### config.mk
export PLATFORM = sky130hd
export DESIGN_NAME = logic_unit_seq_flat
export DESIGN_NICKNAME = d
export VERILOG_FILES = /design/src/rtl/logic_unit_seq_pkg.sv /design/src/rtl/logic_unit_seq_if.sv /design/src/rtl/logic_slice.sv /design/src/rtl/logic_unit_seq.sv /design/src/flat_wrapper.sv
export SDC_FILE = /design/constraint.sdc
export NUM_CORES = 1
export LEC_CHECK = 0
export BUFFER_PORTS_ARGS = -buffer_cell sky130_fd_sc_hd__buf_4
export CAP_MARGIN = 30
export CORE_AREA = 2 2 147 149
export CTS_CLUSTER_SIZE = 16
export DETAILED_ROUTE_END_ITERATION = 7
export DIE_AREA = 0 0 149 151
export MAX_ROUTING_LAYER = met4
export PLACE_DENSITY = 0.45
export REMOVE_ABC_BUFFERS = 1
export SLEW_MARGIN = 20
export SYNTH_ARGS = -nofsm -noshare
export SYNTH_HDL_FRONTEND = slang
export SYNTH_HIERARCHICAL = 1
export SYNTH_SLANG_ARGS = --single-unit
### constraint.sdc
create_clock -name clk -period 7.9 [get_ports clk]
set_input_delay 0.395 -clock clk [delete_from_list [all_inputs] [get_ports clk]]
set_output_delay 0.395 -clock clk [all_outputs]
set_load 0.01 [all_outputs]
### src/rtl/logic_unit_seq_pkg.sv
// Shared definitions for the sliced logic unit: op codes, FSM state
// encodings and a small helper for sizing the slice counter.
package logic_unit_seq_pkg;

  typedef logic [1:0] op_t;

  // Operation codes, shared with the ALU control decoder.
  localparam op_t OP_AND = 2'b00;
  localparam op_t OP_OR  = 2'b01;
  localparam op_t OP_XOR = 2'b10;
  localparam op_t OP_NOR = 2'b11;

  // FSM state encodings.
  localparam logic [1:0] ST_IDLE = 2'd0;
  localparam logic [1:0] ST_RUN  = 2'd1;
  localparam logic [1:0] ST_DONE = 2'd2;

  // Slice counter width: clog2 of the slice count, never below one bit.
  function automatic int cnt_bits(input int nsl);
    return (nsl > 1) ? $clog2(nsl) : 1;
  endfunction

endpackage

### src/rtl/logic_unit_seq_if.sv
// Request/response bundle of the sliced logic unit. The master issues
// start/op/a/b; the slave (the unit) returns busy/done/res/zero.
interface logic_unit_seq_if #(
  parameter int WIDTH = 32
);
  logic             start;
  logic [1:0]       op;
  logic [WIDTH-1:0] a;
  logic [WIDTH-1:0] b;
  logic             busy;
  logic             done;
  logic [WIDTH-1:0] res;
  logic             zero;

  modport master (
    output start, op, a, b,
    input  busy, done, res, zero
  );

  modport slave (
    input  start, op, a, b,
    output busy, done, res, zero
  );
endinterface

### src/rtl/logic_slice.sv
// Combinational bitwise function on one SLICE-bit chunk. No carry, so
// each slice is independent of every other.
module logic_slice
  import logic_unit_seq_pkg::*;
#(
  parameter int SLICE = 8
) (
  input  logic [1:0]       op,
  input  logic [SLICE-1:0] a_s,
  input  logic [SLICE-1:0] b_s,
  output logic [SLICE-1:0] r_s
);

  // Select the bitwise operation for this slice.
  always_comb begin
    r_s = '0;
    case (op)
      OP_AND:  r_s = a_s & b_s;
      OP_OR:   r_s = a_s | b_s;
      OP_XOR:  r_s = a_s ^ b_s;
      default: r_s = ~(a_s | b_s);
    endcase
  end

endmodule

### src/rtl/logic_unit_seq.sv
// Multi-cycle bitwise logic unit: evaluates SLICE bits per clock, LSB slice
// first, behind a start/busy/done handshake. Operands and op are captured
// on the accepted start, so input changes during RUN are harmless.
module logic_unit_seq
  import logic_unit_seq_pkg::*;
#(
  parameter int WIDTH = 32,
  parameter int SLICE = 8
) (
  input logic             clk,
  input logic             rst_n,
  logic_unit_seq_if.slave bus
);

  localparam int NSL = WIDTH / SLICE;
  localparam int CW  = cnt_bits(NSL);
  localparam logic [CW-1:0] LAST = CW'(NSL - 1);

  generate
    if (WIDTH % SLICE != 0) begin : g_bad_slice
      $error("logic_unit_seq: SLICE (%0d) must divide WIDTH (%0d)", SLICE, WIDTH);
    end
  endgenerate

  logic [1:0]       state_reg;
  logic [CW-1:0]    cnt_reg;
  logic [WIDTH-1:0] a_reg;
  logic [WIDTH-1:0] b_reg;
  logic [1:0]       op_reg;
  logic [WIDTH-1:0] res_reg;
  logic [WIDTH-1:0] res_next;
  logic             zero_reg;
  logic             busy_reg;
  logic             done_reg;

  logic [SLICE-1:0] a_s;
  logic [SLICE-1:0] b_s;
  logic [SLICE-1:0] r_s;

  // The single slice datapath is steered by the counter.
  assign a_s = a_reg[cnt_reg*SLICE +: SLICE];
  assign b_s = b_reg[cnt_reg*SLICE +: SLICE];

  logic_slice #(
    .SLICE (SLICE)
  ) u_slice (
    .op  (op_reg),
    .a_s (a_s),
    .b_s (b_s),
    .r_s (r_s)
  );

  // Result with the current slice merged in; also feeds the zero flag.
  always_comb begin
    res_next = res_reg;
    res_next[cnt_reg*SLICE +: SLICE] = r_s;
  end

  // FSM, counter, operand and result registers.
  always_ff @(posedge clk) begin
    if (!rst_n) begin
      state_reg <= ST_IDLE;
      cnt_reg   <= '0;
      a_reg     <= '0;
      b_reg     <= '0;
      op_reg    <= OP_AND;
      res_reg   <= '0;
      zero_reg  <= 1'b0;
      busy_reg  <= 1'b0;
      done_reg  <= 1'b0;
    end else begin
      done_reg <= 1'b0;
      case (state_reg)
        ST_RUN: begin
          res_reg <= res_next;
          cnt_reg <= cnt_reg + 1'b1;
          if (cnt_reg == LAST) begin
            zero_reg  <= (res_next == '0);
            state_reg <= ST_DONE;
            busy_reg  <= 1'b0;
            done_reg  <= 1'b1;
          end
        end
        // IDLE and DONE both accept a new request; an illegal encoding
        // lands here too and recovers to IDLE.
        default: begin
          if (bus.start) begin
            a_reg     <= bus.a;
            b_reg     <= bus.b;
            op_reg    <= bus.op;
            res_reg   <= '0;
            cnt_reg   <= '0;
            zero_reg  <= 1'b0;
            busy_reg  <= 1'b1;
            state_reg <= ST_RUN;
          end else begin
            state_reg <= ST_IDLE;
          end
        end
      endcase
    end
  end

  assign bus.busy = busy_reg;
  assign bus.done = done_reg;
  assign bus.res  = res_reg;
  assign bus.zero = zero_reg;

endmodule

### src/flat_wrapper.sv
// flat-port wrapper written by rule: the top's interface ports become plain ports
module logic_unit_seq_flat import logic_unit_seq_pkg::*;
#(
  parameter int WIDTH = 32,
  parameter int SLICE = 8
)
  (clk, rst_n, bus_start, bus_op, bus_a, bus_b, bus_busy, bus_done, bus_res, bus_zero);
  logic_unit_seq_if #(.WIDTH(WIDTH)) bus_i ();
  input logic clk;
  input logic rst_n;
  input wire logic [$bits(bus_i.start)-1:0] bus_start;
  input wire logic [$bits(bus_i.op)-1:0] bus_op;
  input wire logic [$bits(bus_i.a)-1:0] bus_a;
  input wire logic [$bits(bus_i.b)-1:0] bus_b;
  output wire logic [$bits(bus_i.busy)-1:0] bus_busy;
  output wire logic [$bits(bus_i.done)-1:0] bus_done;
  output wire logic [$bits(bus_i.res)-1:0] bus_res;
  output wire logic [$bits(bus_i.zero)-1:0] bus_zero;
  assign bus_i.start = bus_start;
  assign bus_i.op = bus_op;
  assign bus_i.a = bus_a;
  assign bus_i.b = bus_b;
  assign bus_busy = bus_i.busy;
  assign bus_done = bus_i.done;
  assign bus_res = bus_i.res;
  assign bus_zero = bus_i.zero;
  logic_unit_seq #(.WIDTH(WIDTH), .SLICE(SLICE)) u_core (.clk(clk), .rst_n(rst_n), .bus(bus_i));
endmodule
# ---- Word level (Yosys, flattened, before mapping)
# Cells that the tools add are included.
dict set report word_totals {
  regBits 105
  word_cells 47
  out_inout_bits 35
  inputBits 69
}
dict set report op_classes {
  muxes 16
  n_shift 4
  n_reduce_logical 6
  n_eq_ne 5
  bitwise 5
  addsub 2
}
# cell n
set op_table {}
lappend op_table {{$mux 32} 2}
lappend op_table {{$shiftx 32x6->8} 2}
lappend op_table {{$neg 5->34} 1}
lappend op_table {{$shift 8x34->32 const A} 1}
lappend op_table {{$shiftx 8x34->32} 1}
lappend op_table {{$bwmux 32} 1}
lappend op_table {{$logic_not 32->1} 1}
lappend op_table {{$pmux 8 s3} 1}
lappend op_table {{$and 8x8->8} 1}
lappend op_table {{$mux 1} 8}
lappend op_table {{$mux 2} 4}
lappend op_table {{$not 8->8} 1}
lappend op_table {{$or 8x8->8} 1}
lappend op_table {{$xor 8x8->8} 1}
lappend op_table {{$reduce_and 2->1} 3}
lappend op_table {{$eq 2x1->1 const B} 2}
lappend op_table {{$eq 2x2->1 const B} 2}
lappend op_table {{$add 2x1->2 const B} 1}
lappend op_table {{$logic_not 2->1} 1}
lappend op_table {{$ne 2x1->1 const B} 1}
lappend op_table {{$reduce_bool 2->1} 1}
lappend op_table {{$not 1->1} 1}

# ---- Logic depth before layout (Yosys ltp)
# Gate-level depths: netlist (run 1).
dict set report logic_depth {
  depth_word 9
  ltp_mapped 14
  mapped_depth_nobuf 11
}

# ---- By module
# Netlist (run 1), hierarchy kept.
# module instances cells_per_inst area_each_um2 seq_area_each_um2
set by_module_without_submodules {}
lappend by_module_without_submodules {logic_unit_seq 1 493 4583.1 2102.0}
lappend by_module_without_submodules {logic_slice 1 76 546.8 0.0}

# ---- Worst setup path before layout (run 1)
# OpenSTA, ideal clock, no wires.
dict set report synth_timing {
  path_type {reg2reg}
  from {register u_core.cnt_reg[0]}
  to {register u_core.zero_reg, in the netlist u_core/bus.zero}
  stages_incl_launch_ff 13
  path_slack_ps 4726
  required_ps 7825
  path_buffers 2
  period_less_slack_ps 3174
  arrival_ps 3099
  setup_ps 75
  path_cell_list {dfxtp_1 -> buf_2 -> buf_2 -> mux4_2 -> inv_1 -> ha_1 -> mux2_2 -> nand2_1 -> o21ai_0 -> or4_4 -> o31ai_2 -> nand4_1 -> o22ai_1}
}
dict set report synth_between {
  elab_chain_cells 9
  elab_cells_between_ends 17
  classes_between {1 x add/sub; 2 x eq/ne; 4 x shift; 4 x mux; 4 x bitwise; 2 x reduce/logical}
}
# element line
set synth_lines {}
lappend synth_lines {{from (decl)} logic_unit_seq.sv:26} ;# logic [CW-1:0] cnt_reg;
lappend synth_lines {{from (signal assigned)} logic_unit_seq.sv:76} ;# cnt_reg <= cnt_reg + 1'b1;
lappend synth_lines {{$shiftx 32x6->8 (*)} logic_unit_seq.sv:41} ;# assign a_s = a_reg[cnt_reg*SLICE +: SLICE];
lappend synth_lines {{named net u_core.a_s[6]} logic_unit_seq.sv:36} ;# logic [SLICE-1:0] a_s;
lappend synth_lines {{$or 8x8->8} {logic_slice.sv:19, logic_slice.sv:21}}
lappend synth_lines {{$not 8->8} logic_slice.sv:21} ;# default: r_s = ~(a_s | b_s);
lappend synth_lines {{$pmux 8 s3 (*)} logic_slice.sv:17} ;# case (op)
lappend synth_lines {{named net u_core.r_s[6]} logic_unit_seq.sv:38} ;# logic [SLICE-1:0] r_s;
lappend synth_lines {{$shiftx 8x34->32 (*)} logic_unit_seq.sv:56} ;# res_next[cnt_reg*SLICE +: SLICE] = r_s;
lappend synth_lines {{$bwmux 32 (*)} logic_unit_seq.sv:56}
lappend synth_lines {{$logic_not 32->1 (*)} logic_unit_seq.sv:78} ;# zero_reg <= (res_next == '0);
lappend synth_lines {{$mux 1 (*)} logic_unit_seq.sv:77} ;# if (cnt_reg == LAST) begin
lappend synth_lines {{$mux 1 (*)} logic_unit_seq.sv:73} ;# case (state_reg)
lappend synth_lines {{to (signal assigned)} logic_unit_seq.sv:78}
lappend synth_lines {{to (decl)} logic_unit_seq.sv:32} ;# logic zero_reg;
# The timed path passes the listed nets; every way through them passes the cells marked *. The select of a mux whose other input is x is not followed.
# A chain may end at the register's enable or synchronous reset.

# ---- Worst setup path in the final report (run 1)
dict set report layout_timing {
  from {register u_core.cnt_reg[0]}
  to {register u_core.zero_reg, in the netlist u_core/bus.zero}
}
dict set report layout_between {
  elab_chain_cells 9
  elab_cells_between_ends 17
  classes_between {1 x add/sub; 2 x eq/ne; 4 x shift; 4 x mux; 4 x bitwise; 2 x reduce/logical}
}
# element line
set layout_lines {}
lappend layout_lines {{$shiftx 32x6->8 (*)} logic_unit_seq.sv:42} ;# assign b_s = b_reg[cnt_reg*SLICE +: SLICE];
lappend layout_lines {{named net u_core.b_s[7]} logic_unit_seq.sv:37} ;# logic [SLICE-1:0] b_s;
lappend layout_lines {{$or 8x8->8} {logic_slice.sv:19, logic_slice.sv:21}}
lappend layout_lines {{$not 8->8} logic_slice.sv:21}
lappend layout_lines {{$pmux 8 s3 (*)} logic_slice.sv:17}
lappend layout_lines {{named net u_core.r_s[7]} logic_unit_seq.sv:38}
lappend layout_lines {{$shiftx 8x34->32 (*)} logic_unit_seq.sv:56}
lappend layout_lines {{$bwmux 32 (*)} logic_unit_seq.sv:56}
lappend layout_lines {{$logic_not 32->1 (*)} logic_unit_seq.sv:78}
lappend layout_lines {{$mux 1 (*)} logic_unit_seq.sv:77}
lappend layout_lines {{$mux 1 (*)} logic_unit_seq.sv:73}
# Marked as above.

==> results.md, run 1 <==
STA:
- Setup violations remaining at the end of the flow were counted as 0.
- Setup total negative slack on the finished layout was measured at 0 ps.
- The number of max-slew violations in the final report is 0.
- The transition time at the pin with the least slew margin is between 900 and 1000 ps.
- Clock skew on the completed layout was measured at between 8 and 9 ps.
- Setup repair after global routing left no endpoint under its margin.
- Hold is met by ~280 ps.
- The shortest period the worst path allows is about 3600 ps.
- The final-report hold violation count is 0.
- The setup slack after layout is 4310 ps.
- The relative slew slack is around a third.
- The post-route clock period utilization is 45.4%.
- Static timing analysis puts the maximum clock frequency at 279 MHz.

Synth:
- Yosys mapped the design onto 44 distinct sky130hd cell types.
- In the synthesized netlist, the cells that appear most often are nand2_1, dfxtp_1, a21boi_1.
- The post-synthesis area per instance is 9.02 µm².
- The leading area contributor after synthesis is dfxtp_1.
- In the synthesized netlist the dominant register cell turns out to be dfxtp_1.
- Sequential elements use between 40% and 50% of the synthesized area.
- The total number of yosys warnings is 6.
- In this run, synthesis produced a sequential element count of about 110.
- The proportion of register bits with asynchronous set or reset after synthesis is 0%.
- nand2_1 is the most common cell in the netlist.
- By area the synthesized netlist is led by dfxtp_1, nand2_1, a21boi_1.
- The synthesized design contains 0 enable-type register cells.
- The instance count of the mapped netlist is 569.
- The area of the mapped netlist is 5130 µm².
- The area share of the largest cell type after synthesis is roughly two fifths.

Floorplan:
- The core footprint is 20,800 µm².
- The floorplan step set the die height to 151 µm.
- The number of top-level design ports is around 100.
- The width of the die is 149 µm.
- The row count is 53.
- The die covers about 22,000 µm².
- The initial utilization of the core area, before any placement, comes to about a quarter.

Worst setup path:
- The launching element type of the critical path is a flop.
- In this run the critical register-to-register path is captured at u_core/bus.zero.
- The family with the most delay on the worst path is multiplexers.
- The required time at the worst-slack endpoint is 8180 ps.
- For this design, the slowest cell found on the critical path is dfxtp_2.
- For flop-to-flop paths, the worst setup slack is 4310 ps.
- The number of cell instances on the worst register-to-register path is 10.
- The stage delay of the slowest cell on the critical path is 880 ps.
- STA puts the critical path data arrival time at slightly below 4000 ps.
- Traced cell by cell, the critical path runs through mux4_2, inv_1, ha_1, mux2_2, nand2_1, o21ai_0, or4_4, o31ai_2, nand4_1, o22ai_1.
- The type of the worst setup path is flop to flop.
- The sort of element at the end of the critical path is a flop.
- The largest fanout on the critical path is 30.
- The startpoint of the lowest-slack register-to-register path is u_core/cnt_reg[0].
- The number of buffers and inverters on the critical path is 1.

Finish:
- The net count of the finished layout is 737.
- Cells fill between 30 and 40% of the core in the end.
- The total non-filler cell area in the finished layout is 6340 µm².
- The number of antenna diodes in the final layout is 0.
- The number of standard cells in the layout, taps in and fillers out is 924.
- The proportion of layout cells with a drive suffix above 1 is 24.2%.
- Compared with the post-synthesis result, the final layout area differs by 23.7%.

Placement:
- The count of input and output buffers is 103.
- The routability-driven placement congestion ratio is about 0.8.
- After detailed placement, the design holds a cell count of ~910.
- The instance area at placement is 6050 µm².
- Once detailed placement completed, the half-perimeter wirelength came to 9.76 mm.
- The worst setup timing slack at the placement stage is 4310 ps.

Clock network:
- Post-CTS repair changed the size of 0 cells.
- Clock-pin slew was measured on the worst setup and hold paths at ~70 ps.
- The count of hold-fix buffers inserted at cts is 0.
- Clock latency on the worst-skew pair, taken at its later pin, is 350 ps.
- The number of buffers added by the clock tree synthesis step is 9.
- Clock tree synthesis found a total of 105 sinks.
- TritonCTS built the clock tree.
- The number of levels in the clock H-tree is 3.
- The number of buffers on the longest clock path is 2.
- The setup fix buffers added after clock tree synthesis is 0.
- Clock tree synthesis selected as its root buffer the cell clkbuf_16.

Pwr:
- The peak supply drop is 0.0754 mV.
- The leakage power is 2.46 nW.
- The power density over the cells is 181 nW/µm².
- The post-route total power is 1.15 mW.

Min path:
- The startpoint identified for the worst hold timing path is bus_b[30].
- The worst hold path passes through 3 cells.
- The worst hold path terminates at u_core/b_reg[30].
- In this run the worst hold path is classified as input pin to flop.

Global routing:
- The number of antenna violations at the first check in global routing came to 0.
- The total global-route track usage is 12.7%.
- The first-pass GRT wire length is 21.7 mm.
- The maximum number of pins on one net before global-route repair is 105.
- The number of global-route vias before repair is 4,210.
- Summed over all layers, the global routing overflow is 0.

Job:
- The reported max-cap violation count is 0.

Route:
- For this run, design rule violations remaining after detail routing come to 0.
- The iteration-0 DRC count of the detailed router is around 200.
- The per-cell via count in the routed design is roughly 4.5.
- The antenna violation net count after detailed routing is 0.
- The routed wire length per instance is 14.7 µm.
- The first TritonRoute pass finished after 4 iterations.
- Across all layers, the routed design uses 4,203 vias.
- The total wire length after detailed routing is between 10 and 15 mm.

Status:
- The flow ran to the end, and the final reports show no timing, DRC or antenna violations.
==> tightest hold or removal path, stage by stage <==
cell and delay [ps]:
buf_4 110, nand2_1 40, a21boi_1 50
==> worst max path at each step <==
stage | startpoint | endpoint | cells past startpoint
6_report | u_core/cnt_reg[0] | u_core/bus.zero | 10
5_1_grt | u_core/cnt_reg[0] | u_core/bus.zero | 10
3_5_place_dp | u_core/cnt_reg[0] | u_core/bus.zero | 10
3_3_place_gp | u_core/cnt_reg[0] | u_core/bus.zero | 10
2_1_floorplan | u_core/cnt_reg[0] | u_core/bus.zero | 10
4_1_cts | u_core/cnt_reg[0] | u_core/bus.zero | 10
==> layer usage <==
metal / up-vias / share of wire [%] / track usage [%]
li1: 2100 / - / -
met1: 1984 / 49 / 16.5
met2: 103 / 45 / 19.3
met3: 16 / 5.0 / 2.77
met4: 0 / 1.8 / 4.71
met5: - / 0 / -
==> layout by cell type (no fill, tap or decap), types with 2 or more instances in the layout <==
cell and instances:
clkinv_2 2, clkbuf_16 9, o21ai_1 4, buf_4 105, ha_1 22, and3_1 3, dfxtp_1 104, inv_1 18
mux2_4 3, a21oi_2 4, a21oi_1 8, mux2_2 4, nor4_1 7, a22oi_1 32, nor2b_4 2, nor2_1 6
nand3_1 4, nand4_1 2, nor2b_1 35, a21boi_1 66, mux4_2 16, o21ai_0 14, nor3_1 2, nand2_1 151
clkbuf_8 2
==> where the power goes <==
group | switching, mW | internal, mW | total [mW]
Combinational | 0.0822 | 0.0795 | 0.162
Sequential | 0.0188 | 0.551 | 0.569
Clock | 0.193 | 0.226 | 0.419
Total | 0.294 | 0.856 | 1.15
==> cells by family after synthesis <==
family	after synthesis	synth area share (%)
fa+ha+maj	22	5.37
buf+inv	59	5.56
mux	24	8.98
simple gates	223	20.2
flops	105	41.0
compound gates	136	18.9
==> final cells by class <==
cell class	instances	area, µm²
Sequential cell	105	2100
Fill cell	2250	14500
Timing Repair Buffer	107	808
Multi-Input combinational cell	405	2750
Clock buffer	11	253
Inverter	18	67.6
Tap cell	275	344
Clock inverter	3	17.5
Power figures use the tool's default switching activity.
==> run 2, diff against run 1 <==
Settings changed: ABC_AREA from default to 1, CORE_AREA 2 2 147 149 to 2 2 150 152, DIE_AREA 0 0 149 151 to 0 0 152 154, PLACE_DENSITY 0.45 to 0.47.
Clock period 7.9 ns to 2.9 ns, I/O delays scaled along.
==> results.md, run 2 <==
Floorplan:
- The die is 154 µm tall.
- The core footprint is 21,700 µm².
- The row count is 54.
- The die is 152 µm wide.
- The starting density of the core is 24.9%.
- The number of top-level design ports is 104.
- The full die area is 23,400 µm².

Finish:
- The net total in the final layout is 981.
- Compared with the post-synthesis result, the final layout area differs by 28.9%.
- Leaving out fill and tap cells, the most frequent cell in the layout is nor2_1.
- In the layout the commonest cells are nor2_1, nand2_1, o21ai_0, buf_4, dfxtp_1.
- In the final layout, the share of cells above drive strength 1 is 17.7%.
- The number of antenna diodes in the final layout is 0.
- The finished layout holds 1,175 standard cells, fillers aside.

Clock network:
- The setup fix buffers added after clock tree synthesis is 0.
- The number of levels in the clock H-tree is 3.
- The CTS tree is yes.
- The clock net sink count is 105.
- After clock tree synthesis, the clock-pin slew on the worst setup and hold paths is approximately 80 ps.
- The tree is rooted in a clkbuf_16.
- The clock reaches the later pin of the worst-skew pair after 360 ps.
- The number of buffers added by the clock tree synthesis step is 9.
- In this run the deepest clock path goes through 2 buffers.

Route:
- Wires add up to 16.3 mm.
- After detailed routing, the average wire length per cell comes to 13.9 µm.
- Using the TritonRoute via totals, the vias-per-cell ratio works out to between 4 and 5.
- Once detail routing completed, the nets flagged for antenna violations numbered 0.
- The final routed DRC violation total is 0.
- The iteration-0 DRC count of the detailed router is 265.
- The total iterations of the first detailed-routing run is 4.
- The total via count in the routed design is 5,274.

STA:
- The post-route clock skew is approximately 9.3 ps.
- In this run the tightest slew margin relative to its limit is 45.3%.
- The post-route clock period utilization is 91.0%.
- The setup slack after layout is 261 ps.
- For the pin with the worst max-slew slack, the measured transition is just over 800 ps.
- The number of max-slew violations in the final report is 0.
- The shortest period the worst path allows is 2640 ps.
- The worst hold slack is 6.60 ps.
- Setup repair after global routing left no endpoint under its margin.
- The final-layout setup total negative slack is 0 ps.
- The final setup violation count is 0.
- The final-report hold violation count came to 0.
- Static timing analysis puts the maximum clock frequency at about 380 MHz.

Job:
- The reported max-cap violation count is 0.

Global routing:
- The first-pass GRT wire length is 26.3 mm.
- The maximum number of pins on one net before global-route repair is 68.
- The number of global-route vias before repair came to ~5,200.
- After global routing the overflow that remains totals 0.
- The total global-route track usage is roughly 14%.
- The number of antenna violations at the first check in global routing is 0.

Worst setup path:
- The stage delay of the slowest cell on the critical path is 340 ps.
- The critical path data arrival time is roughly 2900 ps.
- The number of buffers and inverters on the critical path is 3.
- STA classifies the critical path endpoint as a flop.
- The cell seen most often among critical-path stages is nor2_1.
- Of all nets on the critical path, the largest fanout is 32.
- The required time at the worst-slack endpoint is about 3200 ps.
- Walking the worst path, the cells encountered are inv_1, buf_12, nor2_1, o22ai_1, inv_1, ha_1, nand3_1, nand4_1, nand3_1, nor2_1, nor2_1, nand2_1, nor2_1, nand2_1, nor2_1, nand3_1, a21oi_2.
- The family with the most delay on the worst path is simple AND/OR/NAND/NOR gates.
- The slowest stage of the critical path is the dfxtp_2 cell.
- The type of the worst setup path is flop to flop.
- The worst setup path is launched from a flop.

Synth:
- The leading area contributor after synthesis is dfxtp_1.
- Synthesis produced a netlist whose cell count is 788.
- By area the synthesized netlist is led by dfxtp_1, nor2_1, o21ai_0.
- Ranked by instance count, the synthesized netlist is headed by nor2_1, nand2_1, o21ai_0.
- The number of enable-type register cells in the synthesized netlist is 0.
- The distinct cell type count of the synthesized netlist is 29.
- The area share of the largest cell type after synthesis is 39.0%.
- The number of storage elements in the synthesis netlist is 105.
- The post-synthesis area per instance is 6.85 µm².
- nor2_1 is the most common cell in the netlist.
- After synthesis the cells add up to between 5000 and 6000 µm².
- Counting flops with an async set or reset pin after synthesis yields a share of 0%.
- Sequential cells were found to cover 39.0% of the synthesized design area.
- The total number of yosys warnings is 6.
- The most used flip-flop cell after synthesis is dfxtp_1.

Placement:
- The number of placed instances, taps included, is 1,135.
- The routability-driven placement congestion ratio is slightly above 0.8.
- The count of input and output buffers is 103.
- Prior to clock tree synthesis, the placed netlist has a worst setup slack of 216 ps.
- Once detailed placement completed, the half-perimeter wirelength came to 11.4 mm.

Min path:
- The min-delay analysis places its worst path in the category input pin to flop.

Pwr:
- Dividing total power by cell area gives a power density of 506 nW/µm².
- The leakage power is 2.97 nW.
- The peak supply drop is ~0.29 mV.

Status:
- The flow ran to the end, and the final reports show no timing, DRC or antenna violations.
-- run 2: cell types whose count changed after synthesis, sizes merged, moves of 31 or more --
cell / before / now
inv: 18 / 52
nor2: 6 / 210
nand3: 4 / 35
a22oi: 32 / 0
nor2b: 37 / 0
o21ai: 18 / 120
a21boi: 67 / 0
-- run 2: logic make-up after synthesis --
| logic type | after synthesis | share of synthesized area [%] |
|---|---|---|
| buffers and inverters | 99 | 8.83 |
| AOI/OAI and AO/OA | 172 | 16.4 |
| DFF | 105 | 39.0 |
| adders and majority gates | 22 | 5.10 |
| and+or+nand+nor | 390 | 30.7 |
-- run 2: final cells by class --
type                       instances  area (µm²)
sequential                       105        2100
multi-input combinational        584        2850
clock buffer                      10         239
tap                              280         350
timing repair buffer             138        1130
clock inverter                     6        72.6
fill                            2374       14700
inverter                          52         210
-- run 2: path summary, 6_finish.rpt --
| kind | start | end | slack, ps | depth (start not counted) |
|---|---|---|---|---|
| worst max-delay path | u_core/cnt_reg[0] | u_core/bus.zero | 260 | 17 |
| worst min-delay path | bus_a[13] | u_core/a_reg[13] | 7 | 3 |
| worst max register to register | u_core/cnt_reg[0] | u_core/bus.zero | 260 | 17 |
| worst min register to register | u_core/bus.busy | u_core/bus.busy | 480 | 2 |
-- run 2: what timing repair did --
action	in CTS	in global routing
hold buffers	24	0
setup endpoints to repair	0	1
gates resized for setup	0	4
endpoints found under the hold margin	24	0
-- run 2: where the power goes --
part           switching [mW]  total (mW)  internal [mW]  leakage [nW]
logic                   0.405       0.666          0.262          1.95
registers              0.0513        1.57           1.52         0.862
clock network           0.575        1.28          0.703         0.150
-- run 2: layer usage --
layer | share of wire, % | up-vias | wire length [µm] | global-route usage, %
met4 | 1.4 | 0 | 221 | 3.83
met5 | 0 | - | 0 | -
met1 | 47 | 2386 | 7600 | 17.5
met3 | 4.2 | 17 | 692 | 2.68
met2 | 48 | 111 | 7820 | 24.1
li1 | - | 2760 | - | -
-- run 2: tightest hold or removal path: stages --
cell    delay, ps
buf_4          70
nor2_1         40
nor2_1         80
-- run 2: stage by stage --
stage	instance area (µm²)	util (%)	total power [mW]
floorplan	5130	-	1.98
global placement	6380	29.4	2.24
detailed placement	6380	29.4	2.25
CTS	6930	32.0	3.56
global route	6960	32.1	3.71
finish	6960	32.1	3.52
==> run 3, diff against run 2 <==
Settings changed: ABC_AREA 1 to 0, BUFFER_PORTS_ARGS -buffer_cell sky130_fd_sc_hd__buf_4 to -buffer_cell sky130_fd_sc_hd__buf_2, CORE_AREA 2 2 150 152 to 2 2 147 149, DIE_AREA 0 0 152 154 to 0 0 149 151, PLACE_DENSITY 0.47 to 0.46.
==> results.md, run 3 (synthesis gave the netlist of run 1 again) <==
Pwr:
- The post-route total power is 3.40 mW.
- Across the VDD grid, the largest voltage drop is 0.277 mV.
- The power density over the cells is about 540 nW/µm².
- The leakage power is 2.53 nW.

STA:
- The relative slew slack is a little under half.
- The post-route clock period utilization is between 90% and 100%.
- The number of max-slew violations in the final report is 0.
- Setup repair after global routing could not meet its margin everywhere.
- The final-report hold violation count was 0.
- Based on the critical path, the design can be clocked at up to 355 MHz.
- The post-route clock skew is 7.68 ps.
- At the pin with the least slew margin, the transition time is between 800 and 900 ps.
- Setup violations remaining at the end of the flow were counted as 0.
- The shortest period the worst path allows is roughly 2800 ps.

Global routing:
- The total global-route track usage is 13.0%.
- Entering global routing, the biggest net connects 104 pins.
- The aggregate global routing overflow is 0.
- The number of global-route vias before repair was ~4,300.
- The number of antenna violations at the first check in global routing is 0.
- The first-pass GRT wire length is 22.3 mm.

Placement:
- The congestion estimate from routability-driven global placement came to just over 0.8.
- The number of placed cells counting well taps is between 900 and 1,000.
- Once placement finished, the instance area stood at 5920 µm².
- The detailed-placement wirelength estimate is 10.3 mm.
- The count of input and output buffers is 103.

Worst setup path:
- Walking the worst path, the cells encountered are mux4_2, inv_2, ha_1, mux2_4, nand2_1, o21ai_2, or4_4, o31ai_2, nand4_1, o22ai_1.
- The critical path in this run is classified as flop to flop.
- Data on the critical path is required at its endpoint by about 3200 ps.
- The largest fanout on the critical path is 8.
- The worst setup path is captured at a flop.
- The number of buffers and inverters on the critical path is 1.
- The stage delay of the slowest cell on the critical path is 560 ps.
- The slowest stage of the critical path is the mux4_2 cell.
- The family with the most delay on the worst path is multiplexers.
- The launching element type of the critical path is a flop.
- The critical path data arrival time is 3100 ps.

Finish:
- The library cell used most frequently in the layout, excluding fill and tap cells, is nand2_1.
- The library cells used most frequently in the layout, excluding fill and tap cells, are nand2_1, dfxtp_1, buf_2, a21boi_1, nor2b_1.
- The net total in the final layout is 754.
- Once layout is complete, the utilization of the core stands at 30.3%.
- The antenna cell count is 0.
- The total non-filler cell area in the finished layout is approximately 6300 µm².
- Compared with the post-synthesis result, the final layout area differs by 22.9%.
- The number of standard cells in the layout, taps in and fillers out is between 900 and 1,000.
- Of the cells placed in the final design, the portion with a size suffix greater than 1 is 26.6%.

Clock network:
- The clock passes through at most 2 buffers.
- The clock net sink count is 105.
- The later pin in the worst-skew pair is clocked with a latency of 350 ps.
- TritonCTS built the clock tree.
- Clock tree synthesis selected as its root buffer the cell clkbuf_16.
- The number of buffers added by the clock tree synthesis step is 9.
- After clock tree synthesis, the clock-pin slew on the worst setup and hold paths is 70 ps.
- The number of levels in the clock H-tree is 3.

Route:
- For this run, design rule violations remaining after detail routing come to 0.
- The final layout contains routed wiring with a total length of 13.8 mm.
- The pre-antenna-repair detailed-routing pass consisted of 4 iterations.
- The routed wire length per instance is 14.6 µm.
- The first routing iteration left roughly 230 violations.
- The per-cell via count in the routed design is around 4.5.
- The total via count in the routed design is ~4,200.
- The count of nets left with antenna violations once routing finished came out at 0.

Floorplan:
- Once the floorplan was initialized, standard cells occupied 24.6% of the core.
- The row count is 53.
- The full die area is 22,500 µm².
- The width of the die is 149 µm.
- The die is 151 µm tall.
- In this run the standard cell core region covers about 21,000 µm².
- The number of top-level design ports is 104.

Job:
- Max-cap violations in this run came to 0.

Min path:
- The min-delay analysis places its worst path in the category input pin to flop.

Status:
- The run finished with clean final reports.
## run 3: layer usage
| metal | wire [µm] | track usage, % | vias to the layer above |
|---|---|---|---|
| li1 | - | - | 2134 |
| met1 | 6770 | 17.2 | 1968 |
| met2 | 6060 | 19.8 | 112 |
| met3 | 718 | 3.40 | 18 |
| met4 | 220 | 3.62 | 0 |
| met5 | 0 | - | - |
## run 3: stage by stage
step | setup TNS (ps) | setup slack [ps] | hold WS (ps)
after floorplan | -609 | -609 | 273
after detailed placement | -85.0 | -85.0 | 394
after global placement | -25.5 | -25.5 | 397
after CTS | 0 | 6.68 | 16.4
after global routing | -78.7 | -78.7 | 13.8
final | 0 | 80.6 | 23.8
## run 3: path summary, 6_finish.rpt
path | cells past startpoint | startpoint | slack, ps | to
worst min-delay path | 3 | bus_a[0] | 20 | u_core/a_reg[0]
worst max register to register | 10 | u_core/cnt_reg[0] | 80 | u_core/bus.zero
worst max-delay path | 10 | u_core/cnt_reg[0] | 80 | u_core/bus.zero
worst min register to register | 2 | u_core/a_reg[24] | 450 | u_core/a_reg[24]
## run 3: final cells by class
| cell class | count | area [µm²] |
|---|---|---|
| fillers | 2277 | 14500 |
| clock buffers | 11 | 243 |
| inverters | 18 | 67.6 |
| well taps | 275 | 344 |
| multi-input cells | 405 | 2750 |
| flip-flops and latches | 105 | 2110 |
| repair buffers | 124 | 689 |
| clock inverters | 5 | 103 |
## run 3: power breakdown
part	switching, mW	total [mW]	internal (mW)
logic	0.244	0.458	0.214
registers	0.0403	1.54	1.50
clock network	0.535	1.40	0.866
total	0.818	3.40	2.58
## run 3: worst register-to-register path: cells and delay by family (launching register included)
kind	cells	cell delay, ps
AO/OA/AOI/OAI	3	410
buffers and inverters	1	60
adder cells (fa/ha/maj)	1	220
flip-flops	1	470
AND/OR/NAND/NOR	3	760
multiplexers	2	840
## run 3: what timing repair did
action | 4_1_cts | 5_1_grt
resized for setup | 1 | 8
setup buffers | 0 | 2
pin swaps | 0 | 1
hold buffers | 0 | 0
setup endpoints to repair | 1 | 1
